### config.mk
export PLATFORM = sky130hd
export DESIGN_NAME = sm2201_isa_camac_bridge
export DESIGN_NICKNAME = d
export VERILOG_FILES = /design/src/rtl/sm2201_pkg.sv /design/src/rtl/sm2201_sync2.sv /design/src/rtl/sm2201_isa_camac_bridge.sv
export SDC_FILE = /design/constraint.sdc
export NUM_CORES = 1
export LEC_CHECK = 0
export CORE_MARGIN = 2
export CORE_UTILIZATION = 40
export DETAILED_ROUTE_END_ITERATION = 10
export GPL_TIMING_DRIVEN = 0
export PLACE_DENSITY_LB_ADDON = 0.1
export SYNTH_ARGS = -nofsm -noshare
export SYNTH_HDL_FRONTEND = slang
export SYNTH_SLANG_ARGS = --single-unit
### constraint.sdc
create_clock -name isa_clk -period 2.1 [get_ports isa_clk]
set_clock_uncertainty 0.15 [all_clocks]
set_input_delay 0.21 -clock isa_clk [delete_from_list [all_inputs] [get_ports isa_clk]]
set_output_delay 0.21 -clock isa_clk [all_outputs]
set_load 0.005 [all_outputs]
### src/rtl/sm2201_pkg.sv
// sm2201_pkg: shared types and constants for the ISA-to-CAMAC bridge
package sm2201_pkg;

    typedef enum logic [1:0] {IDLE, XFER, TOUT, HOLD} state_t;

    localparam int STATUS_BACK = 1;
    localparam int IRQEN_BACK = 2;
    localparam logic [7:0] RD_ABORT = 8'hFF;

endpackage

### src/rtl/sm2201_sync2.sv
// sm2201_sync2: parametrised-width two-flop synchroniser with reset value
module sm2201_sync2 #(
    parameter int W = 1,
    parameter logic [W-1:0] RST_VAL = '0
) (
    input  logic         clk,
    input  logic         rst_n,
    input  logic [W-1:0] d,
    output logic [W-1:0] q
);

    logic [W-1:0] m;

    // two-stage resync into the bus clock domain
    always_ff @(posedge clk) begin
        if (!rst_n) begin
            m <= RST_VAL;
            q <= RST_VAL;
        end else begin
            m <= d;
            q <= m;
        end
    end

endmodule

### src/rtl/sm2201_isa_camac_bridge.sv
// sm2201_isa_camac_bridge: ISA I/O window to 16-bit CAMAC transfers with local regs and LAM IRQs
module sm2201_isa_camac_bridge
    import sm2201_pkg::*;
#(
    parameter logic [9:0] BASE_ADDR = 10'h100,
    parameter int WIN_SIZE = 64,
    parameter int CB_DATA_W = 16,
    parameter int N_LAM = 4,
    parameter int TIMEOUT_CYC = 255
) (
    input  logic                 isa_clk,
    input  logic                 isa_reset,
    input  logic                 isa_ale,
    input  logic                 isa_aen,
    input  logic                 isa_ior,
    input  logic                 isa_iow,
    input  logic [9:0]           isa_addr,
    input  logic [7:0]           isa_data_in,
    output logic [7:0]           isa_data_out,
    output logic                 isa_data_oe,
    output logic                 isa_chrdy,
    output logic [N_LAM-1:0]     isa_irq,
    output logic [11:0]          cb_addr,
    output logic                 cb_wr,
    output logic                 cb_req,
    input  logic                 cb_ack,
    input  logic [CB_DATA_W-1:0] cb_data_in,
    output logic [CB_DATA_W-1:0] cb_data_out,
    input  logic [N_LAM-1:0]     cb_lam
);

    localparam int TW = $clog2(TIMEOUT_CYC + 1);
    localparam logic [TW-1:0] T_LAST = TW'(TIMEOUT_CYC - 1);
    localparam logic [10:0] END_ADDR = 11'(int'(BASE_ADDR) + WIN_SIZE);
    localparam logic [9:0] STATUS_OFF = 10'(WIN_SIZE - STATUS_BACK);
    localparam logic [9:0] IRQEN_OFF = 10'(WIN_SIZE - IRQEN_BACK);

    if (int'(BASE_ADDR) + WIN_SIZE > 1024 || WIN_SIZE < 4 || (WIN_SIZE & (WIN_SIZE - 1)) != 0 ||
        N_LAM < 1 || N_LAM > 7 || CB_DATA_W != 16 || TIMEOUT_CYC < 1) begin : g_bad_param
        $error("sm2201_isa_camac_bridge: illegal parameter set");
    end

    state_t st, n_st;
    logic ior_s, iow_s, ior_d, iow_d, ack_s;
    logic [N_LAM-1:0] lam_s, irq_en, n_irq_en;
    logic [9:0] addr_q, off;
    logic [TW-1:0] timer, n_timer;
    logic rd_q, n_rd, drop_q, n_drop, tout_q, n_tout;
    logic [7:0] lo_q, n_lo, hi_q, n_hi, n_dout, status;
    logic n_chrdy, n_req, n_wr;
    logic [11:0] n_caddr;
    logic [CB_DATA_W-1:0] n_cdout;
    logic rd_go, wr_go, hit, is_cam, strobe_hi;

    sm2201_sync2 #(.W(2), .RST_VAL(2'b11)) u_sync_strobe (
        .clk(isa_clk), .rst_n(isa_reset), .d({isa_ior, isa_iow}), .q({ior_s, iow_s})
    );

    sm2201_sync2 #(.W(N_LAM + 1), .RST_VAL('0)) u_sync_cb (
        .clk(isa_clk), .rst_n(isa_reset), .d({cb_lam, cb_ack}), .q({lam_s, ack_s})
    );

    assign rd_go = ior_d & ~ior_s & iow_s;
    assign wr_go = iow_d & ~iow_s & ior_s;
    assign off = addr_q - BASE_ADDR;
    assign hit = ~isa_aen && addr_q >= BASE_ADDR && {1'b0, addr_q} < END_ADDR;
    assign is_cam = off < IRQEN_OFF;
    assign strobe_hi = rd_q ? ior_s : iow_s;
    assign status = 8'({lam_s, tout_q});
    assign isa_data_oe = (st == HOLD) && rd_q && !drop_q;

    // next-state and datapath updates for the transfer FSM
    always_comb begin
        n_st = st;
        n_timer = timer;
        n_rd = rd_q;
        n_drop = drop_q;
        n_lo = lo_q;
        n_hi = hi_q;
        n_irq_en = irq_en;
        n_tout = tout_q;
        n_dout = isa_data_out;
        n_chrdy = isa_chrdy;
        n_req = cb_req;
        n_wr = cb_wr;
        n_caddr = cb_addr;
        n_cdout = cb_data_out;
        case (st)
            IDLE: if (hit && (rd_go || wr_go)) begin
                n_rd = rd_go;
                n_drop = 1'b0;
                n_st = HOLD;
                if (rd_go) begin
                    if (off == STATUS_OFF) begin
                        n_dout = status;
                        n_tout = 1'b0;
                    end else if (off == IRQEN_OFF) n_dout = 8'(irq_en);
                    else if (off[0]) n_dout = hi_q;
                end else begin
                    if (off == IRQEN_OFF) n_irq_en = isa_data_in[N_LAM-1:0];
                    else if (is_cam && !off[0]) n_lo = isa_data_in;
                    else if (is_cam) n_cdout = {isa_data_in, lo_q};
                end
                if (is_cam && (rd_go ^ off[0])) begin
                    n_st = XFER;
                    n_req = 1'b1;
                    n_wr = wr_go;
                    n_caddr = 12'(off >> 1);
                    n_chrdy = 1'b0;
                    n_timer = '0;
                end
            end
            XFER: begin
                n_drop = drop_q | strobe_hi;
                if (ack_s) begin
                    n_req = 1'b0;
                    n_chrdy = 1'b1;
                    n_st = HOLD;
                    if (rd_q && !n_drop) begin
                        n_dout = cb_data_in[7:0];
                        n_hi = cb_data_in[15:8];
                    end
                end else if (timer == T_LAST) begin
                    n_req = 1'b0;
                    n_chrdy = 1'b1;
                    n_tout = 1'b1;
                    n_st = TOUT;
                    if (rd_q && !n_drop) n_dout = RD_ABORT;
                end else n_timer = timer + 1'b1;
            end
            TOUT: n_st = HOLD;
            HOLD: n_st = strobe_hi ? IDLE : HOLD;
            default: n_st = IDLE;
        endcase
    end

    // state, registers and outputs; reset aborts any transfer in flight
    always_ff @(posedge isa_clk) begin
        if (!isa_reset) begin
            st <= IDLE;
            timer <= '0;
            rd_q <= 1'b0;
            drop_q <= 1'b0;
            lo_q <= '0;
            hi_q <= '0;
            irq_en <= '0;
            tout_q <= 1'b0;
            isa_data_out <= '0;
            isa_chrdy <= 1'b1;
            isa_irq <= '0;
            cb_req <= 1'b0;
            cb_wr <= 1'b0;
            cb_addr <= '0;
            cb_data_out <= '0;
            ior_d <= 1'b1;
            iow_d <= 1'b1;
            addr_q <= '0;
        end else begin
            st <= n_st;
            timer <= n_timer;
            rd_q <= n_rd;
            drop_q <= n_drop;
            lo_q <= n_lo;
            hi_q <= n_hi;
            irq_en <= n_irq_en;
            tout_q <= n_tout;
            isa_data_out <= n_dout;
            isa_chrdy <= n_chrdy;
            isa_irq <= lam_s & irq_en;
            cb_req <= n_req;
            cb_wr <= n_wr;
            cb_addr <= n_caddr;
            cb_data_out <= n_cdout;
            ior_d <= ior_s;
            iow_d <= iow_s;
            if (isa_ale && !isa_aen) addr_q <= isa_addr;
        end
    end

endmodule
## Yosys cells after proc, flatten, opt, wreduce, memory -nomap -nowiden

Index checks and enable logic that the tools add are counted.

- Equal/unequal tests: 17
- Bitwise operators: 13
- Reductions and logical operators: 28
- Order comparisons: 3
- Muxes and demuxes: 39
- Add/sub/neg operators: 2

Operator list:

| kind | count |
|---|---|
| two-way mux 8 bit | 13 |
| one-hot mux 8 bit (2 select lines) | 2 |
| == test 10 x 6 -> 1 bit, second input constant | 2 |
| two-way mux 1 bit | 14 |
| != test 2 bit, second input constant | 7 |
| AND reduction 6 bit | 2 |
| greater-or-equal comparator 10 x 9 -> 1 bit, second input constant | 1 |
| less-than comparator 10 x 6 -> 1 bit, second input constant | 1 |
| less-than comparator 10 x 9 -> 1 bit, second input constant | 1 |
| two-way mux 2 bit | 5 |
| AND reduction 5 bit | 2 |
| subtractor 10 x 9 -> 10 bit, second input constant | 1 |
| logical AND 1 bit | 9 |
| adder 8 x 1 -> 8 bit, second input constant | 1 |
| == test 8 bit, second input constant | 1 |
| one-hot mux 1 bit (2 select lines) | 4 |
| one-hot mux 2 bit (4 select lines) | 1 |
| AND reduction 4 bit | 2 |
| AND reduction 7 bit | 1 |
| != test 3 bit, second input constant | 2 |
| NOT 1 bit | 6 |
| AND reduction 2 bit | 3 |
| AND reduction 3 bit | 2 |
| bitwise AND 1 bit | 4 |
| other kinds (11) | 15 |

- Logic and storage cells: 124
- Bits of input ports: 45
- Bits in registers: 99
- Output and inout port bits: 44

## Depth between registers and ports, before layout

Gate-level depths: netlist (run 1).

- Depth after elaboration: 8
- Depth in mapped cells: 8
- Gate-level depth less buffers: 7

## Modules after synthesis

Synthesis (run 1) repeated with hierarchy kept, for this count alone.

- Cell total of the unflattened synthesis: 431
- Area total of the unflattened synthesis: 4284.1 sq um

By module, submodules not included:

| module | area an instance (sq um) | cells an instance | times used | sequential area each (sq um) |
|---|---|---|---|---|
| sm2201_isa_camac_bridge | 3916.3 | 403 | 1 | 1701.6 |
| sm2201_sync2 (u_sync_cb) | 262.8 | 20 | 1 | 200.2 |
| sm2201_sync2 (u_sync_strobe) | 105.1 | 8 | 1 | 80.1 |

## Worst setup path after synthesis (run 1)

Ideal clock, no wire load.

- Path type: register to register
- Start: register addr_q[8]
- End: register timer[6]
- Setup time: 70 ps
- Period minus slack after synthesis: 2093 ps
- Cell stages (with the launch flop): 9
- Slack: 7 ps
- Data arrival time: 1872 ps
- Required time: 1880 ps
- Path buffers: 1
- Path through: dfxtp_1 -> inv_1 -> ha_1 -> nor3_1 -> o2111a_2 -> o211ai_4 -> buf_6 -> or3_1 -> a21oi_1

- Elaborated cells on any way between the ends: 11
- Classes of those cells: 1 x add/sub; 3 x order compare; 2 x eq/ne; 5 x reduce/logical

RTL lines:

| element | RTL line | text |
|---|---|---|
| start: declaration | sm2201_isa_camac_bridge.sv:46 | `logic [9:0] addr_q, off;` |
| start signal: assignment | sm2201_isa_camac_bridge.sv:176 | `if (isa_ale && !isa_aen) addr_q <= isa_addr;` |
| subtractor 10 x 9 -> 10 bit | sm2201_isa_camac_bridge.sv:65 | `assign off = addr_q - BASE_ADDR;` |
| named net off[8] | sm2201_isa_camac_bridge.sv:46 |  |
| less-than comparator 10 x 6 -> 1 bit | sm2201_isa_camac_bridge.sv:67 | `assign is_cam = off < IRQEN_OFF;` |
| logical AND 1 bit | sm2201_isa_camac_bridge.sv:104 | `if (is_cam && (rd_go ^ off[0])) begin` |
| != test 2 bit (no line) | -- |  |
| AND reduction 5 bit (no line) | -- |  |
| end signal: assignment | sm2201_isa_camac_bridge.sv:160 | `timer <= n_timer;` |
| end: declaration | sm2201_isa_camac_bridge.sv:47 | `logic [TW-1:0] timer, n_timer;` |

The timed path passes the listed nets, and every way through them passes these cells.
A chain may end at the register's enable or synchronous reset.

## Final worst setup path (run 1)

- Start: register addr_q[9]
- End: register timer[6]

- Word-level cells in the longest chain between the ends: 6
- Elaborated cells on any way between the ends: 11
- Classes of those cells: 1 x add/sub; 3 x order compare; 2 x eq/ne; 5 x reduce/logical

Ends and longest elaborated chain:

| element |
|---|
| branches (longest 5 deep; another with subtractor 10 x 9 -> 10 bit) |
| AND reduction 5 bit (no line) * |

Every way passes the cells marked *.

==> flow_metrics.py, run 1 <==
metrics = {
    "setup_path": {
        "endpoint_kind": "flip-flop",
        "crit_arrival_ns": 2.30,
        "r2r-end": "timer[6]$_SDFFE_PN0P_",
        "path_max_fanout": 7,
        "worstPathRequired_ns": 2.25,
        "cp-start-kind": "flip-flop",
        "r2r-start": "addr_q[9]$_SDFFE_PN0P_",
        "reg2reg_depth": 8,
        "critical_path_class": "flip-flop to flip-flop",
        "r2r_slack_ns": -0.05,
    },
    "cells_and_area": {
        "fin_area_um2": 5530,
        "final_core_util_pct": 56.3,
        "most-common-layout-cells": "dfxtp_1 (94), clkdlybuf4s50_1 (84), nand2_1 (49), mux2i_1 (32), nor2_1 (28)",
        "antenna_cells": 0,
        "area_growth_pct": 36.2,
        "stdcell_count": 689,
        "fin_nets": 600,
        "final_common_cell": "dfxtp_1",
        "drive_above_1_share_pct": 13.5,
    },
    "floorplanning": {
        "die_x_um": 105,
        "start_util_pct": 41.3,
        "core-area_um2": 9820,
        "rows": 36,
        "dieArea_um2": 11000,
        "pin_count": 89,
        "dieHeight_um": 105,
    },
    "timing": {
        "setup_ws_ns": -0.0531,
        "slew_viol_final": 0,
        "fmax_mhz": 464,
        "hold_viol": 0,
        "relSlewSlack_pct": 58.8,
        "setup_violations": 8,
        "rsz0062_at_grt": "yes",
        "period_minus_slack_ns": 2.15,
        "worst_pin_slew_ns": 0.610,
        "finalCritPeriodShare_pct": 103,
    },
    "global_route": {
        "antenna_found_initial": 0,
        "grt_pass1_wl_mm": 17.1,
        "grt_max_degree": 19,
        "track_usage_pct": 19.4,
        "grt_pass1_vias": 3476,
        "grt-ovfl-total": 0,
    },
    "clocking": {
        "clock-root-buffer": "clkbuf_8",
        "path_clk_slew_ns": 0.10,
        "hold_buffers": 0,
        "clock_path_buffers": 2,
        "numCtsBuffers": 9,
        "clk_latency_ns": 0.37,
        "clock_sinks": 99,
        "cts-htree-levels": 3,
        "cts_tree": "yes",
    },
    "route": {
        "antenna_left": 0,
        "wl_met2_mm": 5.23,
        "wl_met1_mm": 4.97,
        "wl_per_cell_um": 15.8,
        "firstDrtPassIters": 4,
        "vias_per_cell": 5.16,
        "route.detailed.drc": 0,
        "dr_wl_met3_um": 601,
        "wl_mm": 10.9,
        "highest_layer": "met4",
        "drt-initial-drc-count": 190,
        "vias": 3557,
    },
    "placed_design": {
        "portBuffers": 84,
        "globalplace.congestion": 0.792,
        "dp.cells": 658,
        "dp_hpwl_mm": 7.50,
        "dpl_cell_area_um2": 5070,
    },
    "min_path": {
        "whs_endpoint": "st[0]$_SDFFE_PN0P_",
        "hold_path.class": "primary input to flip-flop",
        "min_from": "isa_reset",
        "hold_depth": 3,
    },
    "synth": {
        "yosys_most_used_dff": "dfxtp_1",
        "syn_area_per_cell_um2": 9.25,
        "yosysSeqAreaShare_pct": 48.8,
        "async_flop_share_pct": 0,
        "ys_top_cells_by_area": "dfxtp_1 (49%), mux2i_1 (7.9%), nand2_1 (4.5%)",
        "ys.warnings.count": 0,
        "yosysTopAreaCell": "dfxtp_1",
        "synth_cell_types": 56,
        "syn_inst": 439,
        "netlist.area_leader.share_pct": 48.8,
        "synth-seq-cells": 99,
        "syn_area_um2": 4060,
        "synth_edf_count": 0,
    },
    "power": {
        "power_density_nw_per_um2": 649,
        "ir_worst_vdd_uv": 472,
        "fin_total_pwr_mw": 3.59,
        "power_leakage_nw": 2.04,
    },
    "run": {
        "cap_viol_max_count": 0,
    },
    "status": {
        "violations": "setup timing",
        "outcome": "finished, violations left",
    },
}
critical path, stage by stage (launching register included):
cell      delay [ns]
dfxtp_4         0.37
inv_4           0.08
ha_4            0.13
or3b_4          0.41
a22oi_4         0.24
o211ai_4        0.14
buf_6           0.16
or3_1           0.30
a21oi_1         0.12
sequential cells by signal (all words and copies together), names as in the netlist, 2 cells and up:
register,cells
irq_en,4
timer,8
u_sync_strobe.m,2
isa_data_out,8
u_sync_cb.q,5
lo_q,8
addr_q,10
st,2
isa_irq,4
cb_addr,9
hi_q,8
u_sync_strobe.q,2
u_sync_cb.m,5
cb_data_out,16
report_power, final:
group,internal [mW],leakage (nW),switching (mW)
logic,0.212,1.14,0.232
clock network,0.487,0.0965,0.719
registers,1.91,0.804,0.0266
cells in the mapped netlist (all sizes together) (4+ instances only):
library cell	n
a21oi	26
dfxtp	99
buf	13
mux2i	33
nor3	11
nor3b	4
a21o	4
clkbuf	18
and3	8
and2	14
a211o	4
inv	5
nand3	24
nor2	29
nand2b	8
ha	4
or3	4
o21ai	31
o22ai	5
nand2	49
nand4	7
how the worst max path moves through the flow:
stage / startpoint / to / depth (start not counted)
finish: addr_q[9]$_SDFFE_PN0P_ / timer[6]$_SDFFE_PN0P_ / 8
global route: addr_q[9]$_SDFFE_PN0P_ / timer[6]$_SDFFE_PN0P_ / 8
CTS: addr_q[9]$_SDFFE_PN0P_ / timer[6]$_SDFFE_PN0P_ / 8
detailed placement: isa_aen / lo_q[2]$_SDFFE_PN0P_ / 6
global placement: isa_aen / lo_q[4]$_SDFFE_PN0P_ / 6
floorplan: addr_q[8]$_SDFFE_PN0P_ / timer[6]$_SDFFE_PN0P_ / 8
kinds of logic after synthesis:
family / share of synthesized area, %
adders and majority gates: 1.23
other: 0.0924
muxes: 8.72
and+or+nand+nor: 22.6
buffers and inverters: 4.41
AOI/OAI and AO/OA: 13.7
xor gates and xnor gates: 0.432
DFF: 48.8
area by class of cell:
class                      instances  area [µm²]
buffer                            30         180
clock buffer                      10         138
clock inverter                     6        56.3
fill                             929        4290
inverter                           7        31.3
multi-input combinational        304        1990
sequential                        99        1990
tap                              133         166
timing repair buffer             100         975
routing by layer:
layer / track usage, % / vias up
li1: - / 1764
met1: 25.7 / 1692
met2: 30.8 / 94
met3: 5.30 / 7
met4: 6.10 / 0
met5: 0 / -
through the flow:
step | worst slack [ns] | hold WS (ns) | setup TNS, ns
after floorplan | 0.00735 | 0.161 | 0
after global placement | -0.386 | 0.249 | -14.13
after detailed placement | -0.411 | 0.255 | -14.69
after CTS | -0.0200 | 0.207 | -0.0200
after global routing | -0.130 | 0.227 | -1.81
final | -0.0531 | 0.186 | -0.228
timing repair:
action / 4_1_cts / 5_1_grt
pin swaps: 17 / 8
gates cloned: 0 / 1
resized for setup: 22 / 29
setup buffers: 10 / 5
setup endpoints to repair: 56 / 56
(Power assumes the default switching activity.)
==> run 2: changes to the inputs <==
Settings changed: DONT_BUFFER_PORTS set to 1.
==> flow_metrics.py, run 2 (same netlist as run 1, synthesis figures left out) <==
metrics = {
    "floorplanning": {
        "rows": 36,
        "core-area_um2": 9820,
        "dieArea_um2": 11000,
        "pin_count": 89,
        "die_x_um": 105,
        "dieHeight_um": 105,
        "start_util_pct": 41.3,
    },
    "cells_and_area": {
        "antenna_cells": 0,
        "drive_above_1_share_pct": 16.8,
        "most-common-layout-cells": "dfxtp_1 (94), nand2_1 (49), dlygate4sd3_1 (38), mux2i_1 (32), nor2_1 (28)",
        "area_growth_pct": 26.4,
        "largest_register_ffs": 16,
        "stdcell_count": 650,
        "final_common_cell": "dfxtp_1",
        "fin_nets": 562,
        "nFillCells": 955,
        "regMostFlops": "cb_data_out",
        "reg.largest.list": "cb_data_out x16, addr_q x10, cb_addr x9",
        "final_core_util_pct": 52.3,
    },
    "timing": {
        "slew_viol_final": 0,
        "worst_pin_slew_ns": 0.575,
        "setup_violations": 2,
        "relSlewSlack_pct": 61.7,
        "fmax_mhz": 467,
        "rsz0062_at_grt": "yes",
        "hold_viol": 0,
        "period_minus_slack_ns": 2.14,
        "fin_hold_ws_ns": 0.0709,
        "setup_ws_ns": -0.0421,
        "finalCritPeriodShare_pct": 102,
    },
    "global_route": {
        "antenna_found_initial": 0,
        "track_usage_pct": 19.5,
        "grt_max_degree": 16,
        "grt_pass1_wl_mm": 17.0,
        "grt_pass1_vias": 3360,
        "grt-ovfl-total": 0,
    },
    "setup_path": {
        "worstPathRequired_ns": 2.25,
        "crit_arrival_ns": 2.30,
        "path_max_fanout": 6,
        "endpoint_kind": "flip-flop",
        "critical_path_class": "flip-flop to flip-flop",
        "reg2reg_depth": 8,
        "cp-start-kind": "flip-flop",
    },
    "clocking": {
        "path_clk_slew_ns": 0.09,
        "clk_latency_ns": 0.37,
        "clock-root-buffer": "clkbuf_8",
        "numCtsBuffers": 9,
        "clock_path_buffers": 2,
        "clock_sinks": 99,
        "cts-htree-levels": 3,
        "cts_tree": "yes",
    },
    "placed_design": {
        "globalplace.congestion": 0.817,
        "portBuffers": 0,
        "dp.cells": 574,
        "dp_hpwl_mm": 7.21,
    },
    "status": {
        "outcome": "finished, violations left",
        "violations": "setup timing",
    },
    "run": {
        "cap_viol_max_count": 0,
    },
    "power": {
        "power_leakage_nw": 1.92,
        "power_density_nw_per_um2": 667,
        "ir_worst_vdd_uv": 340,
    },
    "route": {
        "vias": 3401,
        "route.detailed.drc": 0,
        "vias_per_cell": 5.23,
        "firstDrtPassIters": 4,
        "wl_per_cell_um": 16.3,
        "wl_mm": 10.6,
        "antenna_left": 0,
        "drt-initial-drc-count": 103,
    },
    "min_path": {
        "hold_depth": 3,
        "hold_path.class": "primary input to flip-flop",
    },
}
## run 2: layout make-up
cell class | instances | area, µm² | share of cell area (%)
Clock buffer | 10 | 128 | 2.49
Inverter | 7 | 28.8 | 0.561
Multi-Input combinational cell | 304 | 2030 | 39.5
Timing Repair Buffer | 62 | 578 | 11.3
Clock inverter | 5 | 31.3 | 0.609
Tap cell | 133 | 166 | 3.24
Buffer | 30 | 179 | 3.49
Sequential cell | 99 | 1990 | 38.8
## run 2: critical path: stages (launching register included)
cell	delay, ns
dfxtp_2	0.33
inv_2	0.09
ha_4	0.14
or3b_4	0.40
a22oi_4	0.23
o211ai_4	0.13
buf_4	0.15
or3_1	0.33
a21oi_1	0.14
## run 2: power by group
| part | switching (mW) | internal (mW) | total [mW] |
|---|---|---|---|
| Clock | 0.653 | 0.421 | 1.07 |
| Combinational | 0.229 | 0.184 | 0.412 |
| Sequential | 0.0265 | 1.91 | 1.94 |
## run 2: stage by stage
step	power, mW	worst slack [ns]	cell area (µm²)	setup TNS [ns]
after floorplan	2.21	0.00735	4070	0
after global placement	2.28	-0.406	4230	-15.69
after detailed placement	2.29	-0.432	4230	-16.99
after CTS	3.43	-0.0190	4920	-0.0576
after global routing	3.57	-0.115	5130	-1.77
final	3.42	-0.0421	5130	-0.0689
## run 2: repair_timing
item,CTS,global route
hold buffers,38,0
endpoints found under the setup margin,56,55
buffers inserted,12,11
endpoints found under the hold margin,50,0
gates cloned,0,1
gates resized for setup,18,43
pin swaps,11,13
## run 2: worst paths after layout
| path | startpoint | end | slack, ns |
|---|---|---|---|
| max | addr_q[9]$_SDFFE_PN0P_ | timer[4]$_SDFFE_PN0P_ | -0.04 |
| min | cb_data_in[2] | isa_data_out[2]$_SDFFE_PN0P_ | 0.07 |
| min reg2reg | u_sync_strobe.m[1]$_SDFF_PN1_ | u_sync_strobe.q[1]$_SDFF_PN1_ | 0.26 |
| max reg2reg | addr_q[9]$_SDFFE_PN0P_ | timer[4]$_SDFFE_PN0P_ | -0.04 |
## run 2: per-layer routing
layer	GRT usage (%)	part of all wire, %
met5	0	0
met4	8.10	1.8
met3	4.55	5.6
met2	31.5	47
met1	24.9	46
